## src/rtl/lr35902_dbg_if.sv

```systemverilog
// Byte-stream handshake between the debug host link and the LR35902 debug controller.
// The host side is the master: it offers command bytes and accepts response bytes.
interface lr35902_dbg_if;
    logic [7:0] rx_data;
    logic       rx_valid;
    logic       rx_ready;
    logic [7:0] tx_data;
    logic       tx_valid;
    logic       tx_ready;

    modport master (
        output rx_data, rx_valid, tx_ready,
        input  rx_ready, tx_data, tx_valid
    );

    modport slave (
        input  rx_data, rx_valid, tx_ready,
        output rx_ready, tx_data, tx_valid
    );
endinterface

```

## src/rtl/lr35902_dbg_ctrl.sv

```systemverilog
// Debug controller for an LR35902 core: halts, resumes, single-steps, injects opcodes
// and reads registers through the probe mux, answering each command with one byte.
module lr35902_dbg_ctrl #(
    parameter int TIMEOUT = 1023
) (
    input  logic                cpu_clk,
    input  logic                reset,
    lr35902_dbg_if.slave        bus,
    input  logic [7:0]          probe,
    output logic [4:0]          probe_sel,
    input  logic                halted,
    output logic                halt,
    output logic                drv,
    output logic [7:0]          data,
    output logic                no_inc,
    output logic                busy
);
    // state  | meaning
    // IDLE   | waiting for an opcode byte
    // ARG    | waiting for the argument byte of READ or EXEC
    // SETTLE | one cycle for the probe mux to follow probe_sel
    // HWAIT  | halt requested, waiting for halted
    // REL    | halt released, waiting for the CPU to leave fetch
    // RWAIT  | halt re-requested, waiting for the CPU to stall again
    // RESP   | presenting the response byte
    typedef enum logic [2:0] {IDLE, ARG, SETTLE, HWAIT, REL, RWAIT, RESP} state_t;

    localparam logic [7:0] OP_HALT = 8'h01;
    localparam logic [7:0] OP_RUN  = 8'h02;
    localparam logic [7:0] OP_STEP = 8'h03;
    localparam logic [7:0] OP_READ = 8'h04;
    localparam logic [7:0] OP_EXEC = 8'h05;
    localparam logic [7:0] RSP_NOT_HALTED = 8'hFD;
    localparam logic [7:0] RSP_TIMEOUT    = 8'hFE;
    localparam logic [7:0] RSP_BAD_OP     = 8'hFF;
    localparam logic [15:0] TMO_LIMIT = 16'(TIMEOUT);

    state_t      state_q;
    logic        halt_q, drv_q, no_inc_q;
    logic [7:0]  data_q, tx_data_q;
    logic [4:0]  probe_sel_q;
    logic [15:0] tmo_q;
    logic        is_exec_q;
    logic        exec_ok_q;

    logic [15:0] tmo_inc;
    logic        tmo_hit;

    assign tmo_inc = tmo_q + 16'd1;
    assign tmo_hit = (tmo_inc == TMO_LIMIT);

    always_ff @(posedge cpu_clk) begin
        if (reset) begin
            state_q     <= IDLE;
            halt_q      <= 1'b0;
            drv_q       <= 1'b0;
            no_inc_q    <= 1'b0;
            data_q      <= 8'h00;
            tx_data_q   <= 8'h00;
            probe_sel_q <= 5'd0;
            tmo_q       <= 16'd0;
            is_exec_q   <= 1'b0;
            exec_ok_q   <= 1'b0;
        end else begin
            case (state_q)
                IDLE: if (bus.rx_valid) begin
                    case (bus.rx_data)
                        OP_HALT: begin
                            halt_q  <= 1'b1;
                            tmo_q   <= 16'd0;
                            state_q <= HWAIT;
                        end
                        OP_RUN: begin
                            halt_q    <= 1'b0;
                            tx_data_q <= OP_RUN;
                            state_q   <= RESP;
                        end
                        OP_STEP: begin
                            is_exec_q <= 1'b0;
                            if (halted) begin
                                halt_q  <= 1'b0;
                                tmo_q   <= 16'd0;
                                state_q <= REL;
                            end else begin
                                tx_data_q <= RSP_NOT_HALTED;
                                state_q   <= RESP;
                            end
                        end
                        OP_READ: begin
                            is_exec_q <= 1'b0;
                            state_q   <= ARG;
                        end
                        OP_EXEC: begin
                            is_exec_q <= 1'b1;
                            exec_ok_q <= halted;
                            state_q   <= ARG;
                        end
                        default: begin
                            tx_data_q <= RSP_BAD_OP;
                            state_q   <= RESP;
                        end
                    endcase
                end
                ARG: if (bus.rx_valid) begin
                    if (!is_exec_q) begin
                        probe_sel_q <= bus.rx_data[4:0];
                        state_q     <= SETTLE;
                    end else if (exec_ok_q) begin
                        data_q   <= bus.rx_data;
                        drv_q    <= 1'b1;
                        no_inc_q <= 1'b1;
                        halt_q   <= 1'b0;
                        tmo_q    <= 16'd0;
                        state_q  <= REL;
                    end else begin
                        tx_data_q <= RSP_NOT_HALTED;
                        state_q   <= RESP;
                    end
                end
                SETTLE: begin
                    tx_data_q <= probe;
                    state_q   <= RESP;
                end
                HWAIT, REL, RWAIT: begin
                    tmo_q <= tmo_inc;
                    if (tmo_hit) begin
                        tx_data_q <= RSP_TIMEOUT;
                        halt_q    <= 1'b1;
                        drv_q     <= 1'b0;
                        no_inc_q  <= 1'b0;
                        state_q   <= RESP;
                    end
                    // Exit conditions are assigned last so they override a coincident timeout.
                    case (state_q)
                        HWAIT: if (halted) begin
                            tx_data_q <= OP_HALT;
                            state_q   <= RESP;
                        end
                        REL: if (!halted) begin
                            halt_q   <= 1'b1;
                            drv_q    <= is_exec_q;
                            no_inc_q <= is_exec_q;
                            tmo_q    <= 16'd0;
                            state_q  <= RWAIT;
                        end
                        RWAIT: if (halted) begin
                            halt_q    <= 1'b1;
                            drv_q     <= 1'b0;
                            no_inc_q  <= 1'b0;
                            tx_data_q <= is_exec_q ? OP_EXEC : OP_STEP;
                            state_q   <= RESP;
                        end
                        default: ;
                    endcase
                end
                RESP: if (bus.tx_ready) state_q <= IDLE;
                default: state_q <= IDLE;
            endcase
        end
    end

    assign bus.rx_ready = (state_q == IDLE) || (state_q == ARG);
    assign bus.tx_valid = (state_q == RESP);
    assign bus.tx_data  = tx_data_q;
    assign busy         = (state_q != IDLE);
    assign halt         = halt_q;
    assign drv          = drv_q;
    assign no_inc       = no_inc_q;
    assign data         = data_q;
    assign probe_sel    = probe_sel_q;
endmodule

```

## src/flat_wrapper.sv

```systemverilog
// flat-port wrapper written by rule: the top's interface ports become plain ports
module lr35902_dbg_ctrl_flat 
#(
    parameter int TIMEOUT = 1023
)
  (cpu_clk, reset, probe, probe_sel, halted, halt, drv, data, no_inc, busy, bus_rx_data, bus_rx_valid, bus_tx_ready, bus_rx_ready, bus_tx_data, bus_tx_valid);
  lr35902_dbg_if bus_i ();
  input  logic cpu_clk;
  input  logic reset;
  input  logic [7:0] probe;
  output logic [4:0] probe_sel;
  input  logic halted;
  output logic halt;
  output logic drv;
  output logic [7:0] data;
  output logic no_inc;
  output logic busy;
  input wire logic [$bits(bus_i.rx_data)-1:0] bus_rx_data;
  input wire logic [$bits(bus_i.rx_valid)-1:0] bus_rx_valid;
  input wire logic [$bits(bus_i.tx_ready)-1:0] bus_tx_ready;
  output wire logic [$bits(bus_i.rx_ready)-1:0] bus_rx_ready;
  output wire logic [$bits(bus_i.tx_data)-1:0] bus_tx_data;
  output wire logic [$bits(bus_i.tx_valid)-1:0] bus_tx_valid;
  assign bus_i.rx_data = bus_rx_data;
  assign bus_i.rx_valid = bus_rx_valid;
  assign bus_i.tx_ready = bus_tx_ready;
  assign bus_rx_ready = bus_i.rx_ready;
  assign bus_tx_data = bus_i.tx_data;
  assign bus_tx_valid = bus_i.tx_valid;
  lr35902_dbg_ctrl #(.TIMEOUT(TIMEOUT)) u_core (.cpu_clk(cpu_clk), .reset(reset), .bus(bus_i), .probe(probe), .probe_sel(probe_sel), .halted(halted), .halt(halt), .drv(drv), .data(data), .no_inc(no_inc), .busy(busy));
endmodule
```

## config.mk

```make
export PLATFORM = sky130hd
export DESIGN_NAME = lr35902_dbg_ctrl_flat
export DESIGN_NICKNAME = d
export VERILOG_FILES = /design/src/rtl/lr35902_dbg_if.sv /design/src/rtl/lr35902_dbg_ctrl.sv /design/src/flat_wrapper.sv
export SDC_FILE = /design/constraint.sdc
export NUM_CORES = 1
export LEC_CHECK = 0
export ABC_CLOCK_PERIOD_IN_PS = 4990
export CORE_MARGIN = 2
export CORE_UTILIZATION = 50
export DETAILED_ROUTE_END_ITERATION = 8
export GPL_TIMING_DRIVEN = 0
export PLACE_DENSITY_LB_ADDON = 0.05
export SLEW_MARGIN = 40
export SYNTH_ARGS = -nofsm -noshare
export SYNTH_HDL_FRONTEND = slang
export SYNTH_SLANG_ARGS = --single-unit
export TNS_END_PERCENT = 20
```

## constraint.sdc

```tcl
create_clock -name cpu_clk -period 4.99 [get_ports cpu_clk]
set_clock_uncertainty 0.15 [all_clocks]
set_input_delay 1.497 -clock cpu_clk [delete_from_list [all_inputs] [get_ports cpu_clk]]
set_output_delay 1.497 -clock cpu_clk [all_outputs]
set_load 0.01 [all_outputs]
```

==> metrics.cfg <==
[cts]
tritoncts = built
ctsResizeCount = 0
numCtsBuffers = 5
cts_setup_buffers = 0
htree_levels = 2
clockBufferDepth = 2
postCtsHoldBufs = 0
cts.sinks = 45
worstSkewPairLatency_ns = 0.31
clk_pin_slew_worst_paths_ns = 0.09
cts.root.buffer_cell = clkbuf_8

[synthesis]
yosys_warnings = 0
netlist_instances = 341
ys_types = 61
synthesis.nets = 364
synth-edff-count = 0
synthArstFlopShare_pct = 0
synth_area_leader_cell = dfxtp_1
synth_area_leaders = dfxtp_1, nor2_1, mux2i_1
ys_ff_latch = 45
yosys_most_used_dff = dfxtp_1
post_synth.cell_area_avg_um2 = 8.003
synth.top_cell.area_share_pct = 33.01
seq_area_frac_synth_pct = 33.01
syn_area_um2 = 2729

[critical_path]
critPathMaxFanout = 10
arrival_ns = 4.08
cp.required_ns = 5.04
crit_path_start_kind = input pin
cp-end-kind = flop
crit_type = input pin to flop

[drt]
vias = 2666
ant_nets = 0
drc = 0
met2_length_um = 3147
highest_layer = met4
wl_per_cell_um = 15.00
wirelength_met1_um = 3196
drt_wl_total_um = 6947
vias_per_cell = 5.758
drtPass1Iterations = 4
drt-initial-drc-count = 256
routed-wl-met3_um = 429

[finish]
final_cell_count_no_fill = 463
final_util_pct = 65.43
antenna_cells = 0
area_growth_syn_to_layout_pct = 24.03
post-route-cell-area_um2 = 3385
fin_nets = 415
drive_above_1_share_pct = 8.397

[global_route]
grt_use_total_pct = 23.72
grt_pass1_vias = 2423
grt_pass1_wl_um = 11610
grt_max_degree = 15
grt_overflow = 0
antenna_found_initial = 0

[sta]
fmax_mhz = 247.9
fin_crit_sh_pct = 80.82
tightest_slew_ns = 0.8201
fin_ws_ns = 0.9568
setup_viol = 0
slew_violations = 0
hold_violations = 0
fin_crit_ns = 4.033
fin_setup_tns_ns = 0
rsz0062_at_grt = false
relSlewSlack_pct = 44.86
holdWs_ns = 0.3266

[power_and_ir_drop]
p_per_area_nw_per_um2 = 317.5
p_leak_nw = 1.223
peakVddDrop_v = 0.0001566
p_total_mw = 1.075

[placed_design]
pre_cts_slack_ns = 0.6474
gp_congestion = 0.9375
place_area_um2 = 3264
placed_cells = 455
portBuffers = 44
hpwl_um = 5054

[floorplan]
die_w_um = 77.88
rows = 26
fp.dieArea_um2 = 6065
core_um2 = 5172
start_util_pct = 52.76
die_height_um = 77.88
num_io_pins = 48

[worst_hold_path]
worstHoldPathType = flop to flop

[run_status]
status = complete, no violations

[run]
cap_violations = 0

routing by layer:
| metal | vias up | track usage (%) |
|---|---|---|
| met3 | 16 | 5.116 |
| met4 | 0 | 9.643 |
| met1 | 1227 | 32.39 |
| met2 | 92 | 36.21 |
| met5 | - | 0 |
| li1 | 1331 | - |
worst max-delay path, stage by stage:
cell and delay (ns):
clkdlybuf4s50_1 0.48, nor4_2 0.46, nand2b_1 0.26, o21ai_1 0.55, and2_4 0.28, a31o_2 0.23, buf_2 0.24, nor2_1 0.07
worst paths after layout:
| kind | startpoint | to | slack, ns | depth (start not counted) |
|---|---|---|---|---|
| setup / recovery | bus_rx_data[3] | u_core.tmo_q[5] | 0.96 | 8 |
| hold / removal | u_core.no_inc | u_core.no_inc | 0.33 | 2 |
| setup reg to reg | u_core.is_exec_q | u_core.tmo_q[5] | 2.29 | 8 |
| hold reg to reg | u_core.no_inc | u_core.no_inc | 0.33 | 2 |
synthesized netlist by cell type, types with 5 or more instances:
library cell   n
o22ai_1        7
nand2_1       23
nand3_1       14
xor2_1        16
a211oi_1       6
clkbuf_1      17
nor3_1        12
nand4_1       11
nand2b_1       7
nor2_1        48
dfxtp_1       45
a21o_1         7
nor2b_1        6
and2_1         5
inv_1         10
o21ai_0        7
mux2i_1       16
a21oi_1       14
buf_2          5
registers in the layout, summed over array words and instances, names as in the netlist:
register and count:
u_core.tmo_q 16, u_core.bus.tx_data 8, u_core.data 8, u_core.probe_sel 5, u_core.state_q 3, u_core.drv 1
u_core.exec_ok_q 1, u_core.halt 1, u_core.is_exec_q 1, u_core.no_inc 1
kinds of logic after synthesis:
group,after synthesis,synth area share (%)
and+or+nand+nor,149,29.02
AOI/OAI and AO/OA,76,19.85
DFF,45,33.01
buffers and inverters,33,4.814
xor gates and xnor gates,19,6.098
muxes,17,6.281
adders and majority gates,2,0.9169
cell usage in the layout, fill, tap and decap left out, types with 3 or more instances in the layout:
cell,Yosys,routed
clkbuf_8,0,6
nor2_1,48,47
o22ai_1,7,7
nand4b_1,3,3
a211oi_1,6,6
nand4_1,11,11
nor2b_1,6,6
clkdlybuf4s50_1,0,44
o21bai_1,3,3
nand3b_1,3,3
dfxtp_1,45,45
a21oi_1,14,14
clkbuf_1,17,17
xor2_1,16,16
a31oi_1,3,3
mux2i_1,16,16
buf_2,5,5
nand3_1,14,14
o21a_1,3,3
and2_1,5,5
nand2_1,23,23
nand2b_1,7,7
inv_1,10,10
o21ai_0,7,7
o31ai_1,3,3
nor3_1,12,11
xnor2_1,3,3
a21o_1,7,7
layout make-up:
| type | count | area (um^2) |
|---|---|---|
| fillers | 464 | 1788 |
| multi-input cells | 263 | 1704 |
| flip-flops and latches | 45 | 900.9 |
| repair buffers | 44 | 440.4 |
| plain buffers | 23 | 93.84 |
| well taps | 70 | 87.58 |
| clock buffers | 6 | 82.58 |
| clock inverters | 2 | 37.54 |
| inverters | 10 | 37.54 |
where the power goes:
part	switching [mW]	leakage [nW]	total (mW)	internal, mW
sequential	0.0224	0.366	0.412	0.390
clock	0.136	0.0574	0.299	0.163
combinational	0.200	0.800	0.364	0.164
Power figures use the tool's default switching activity.
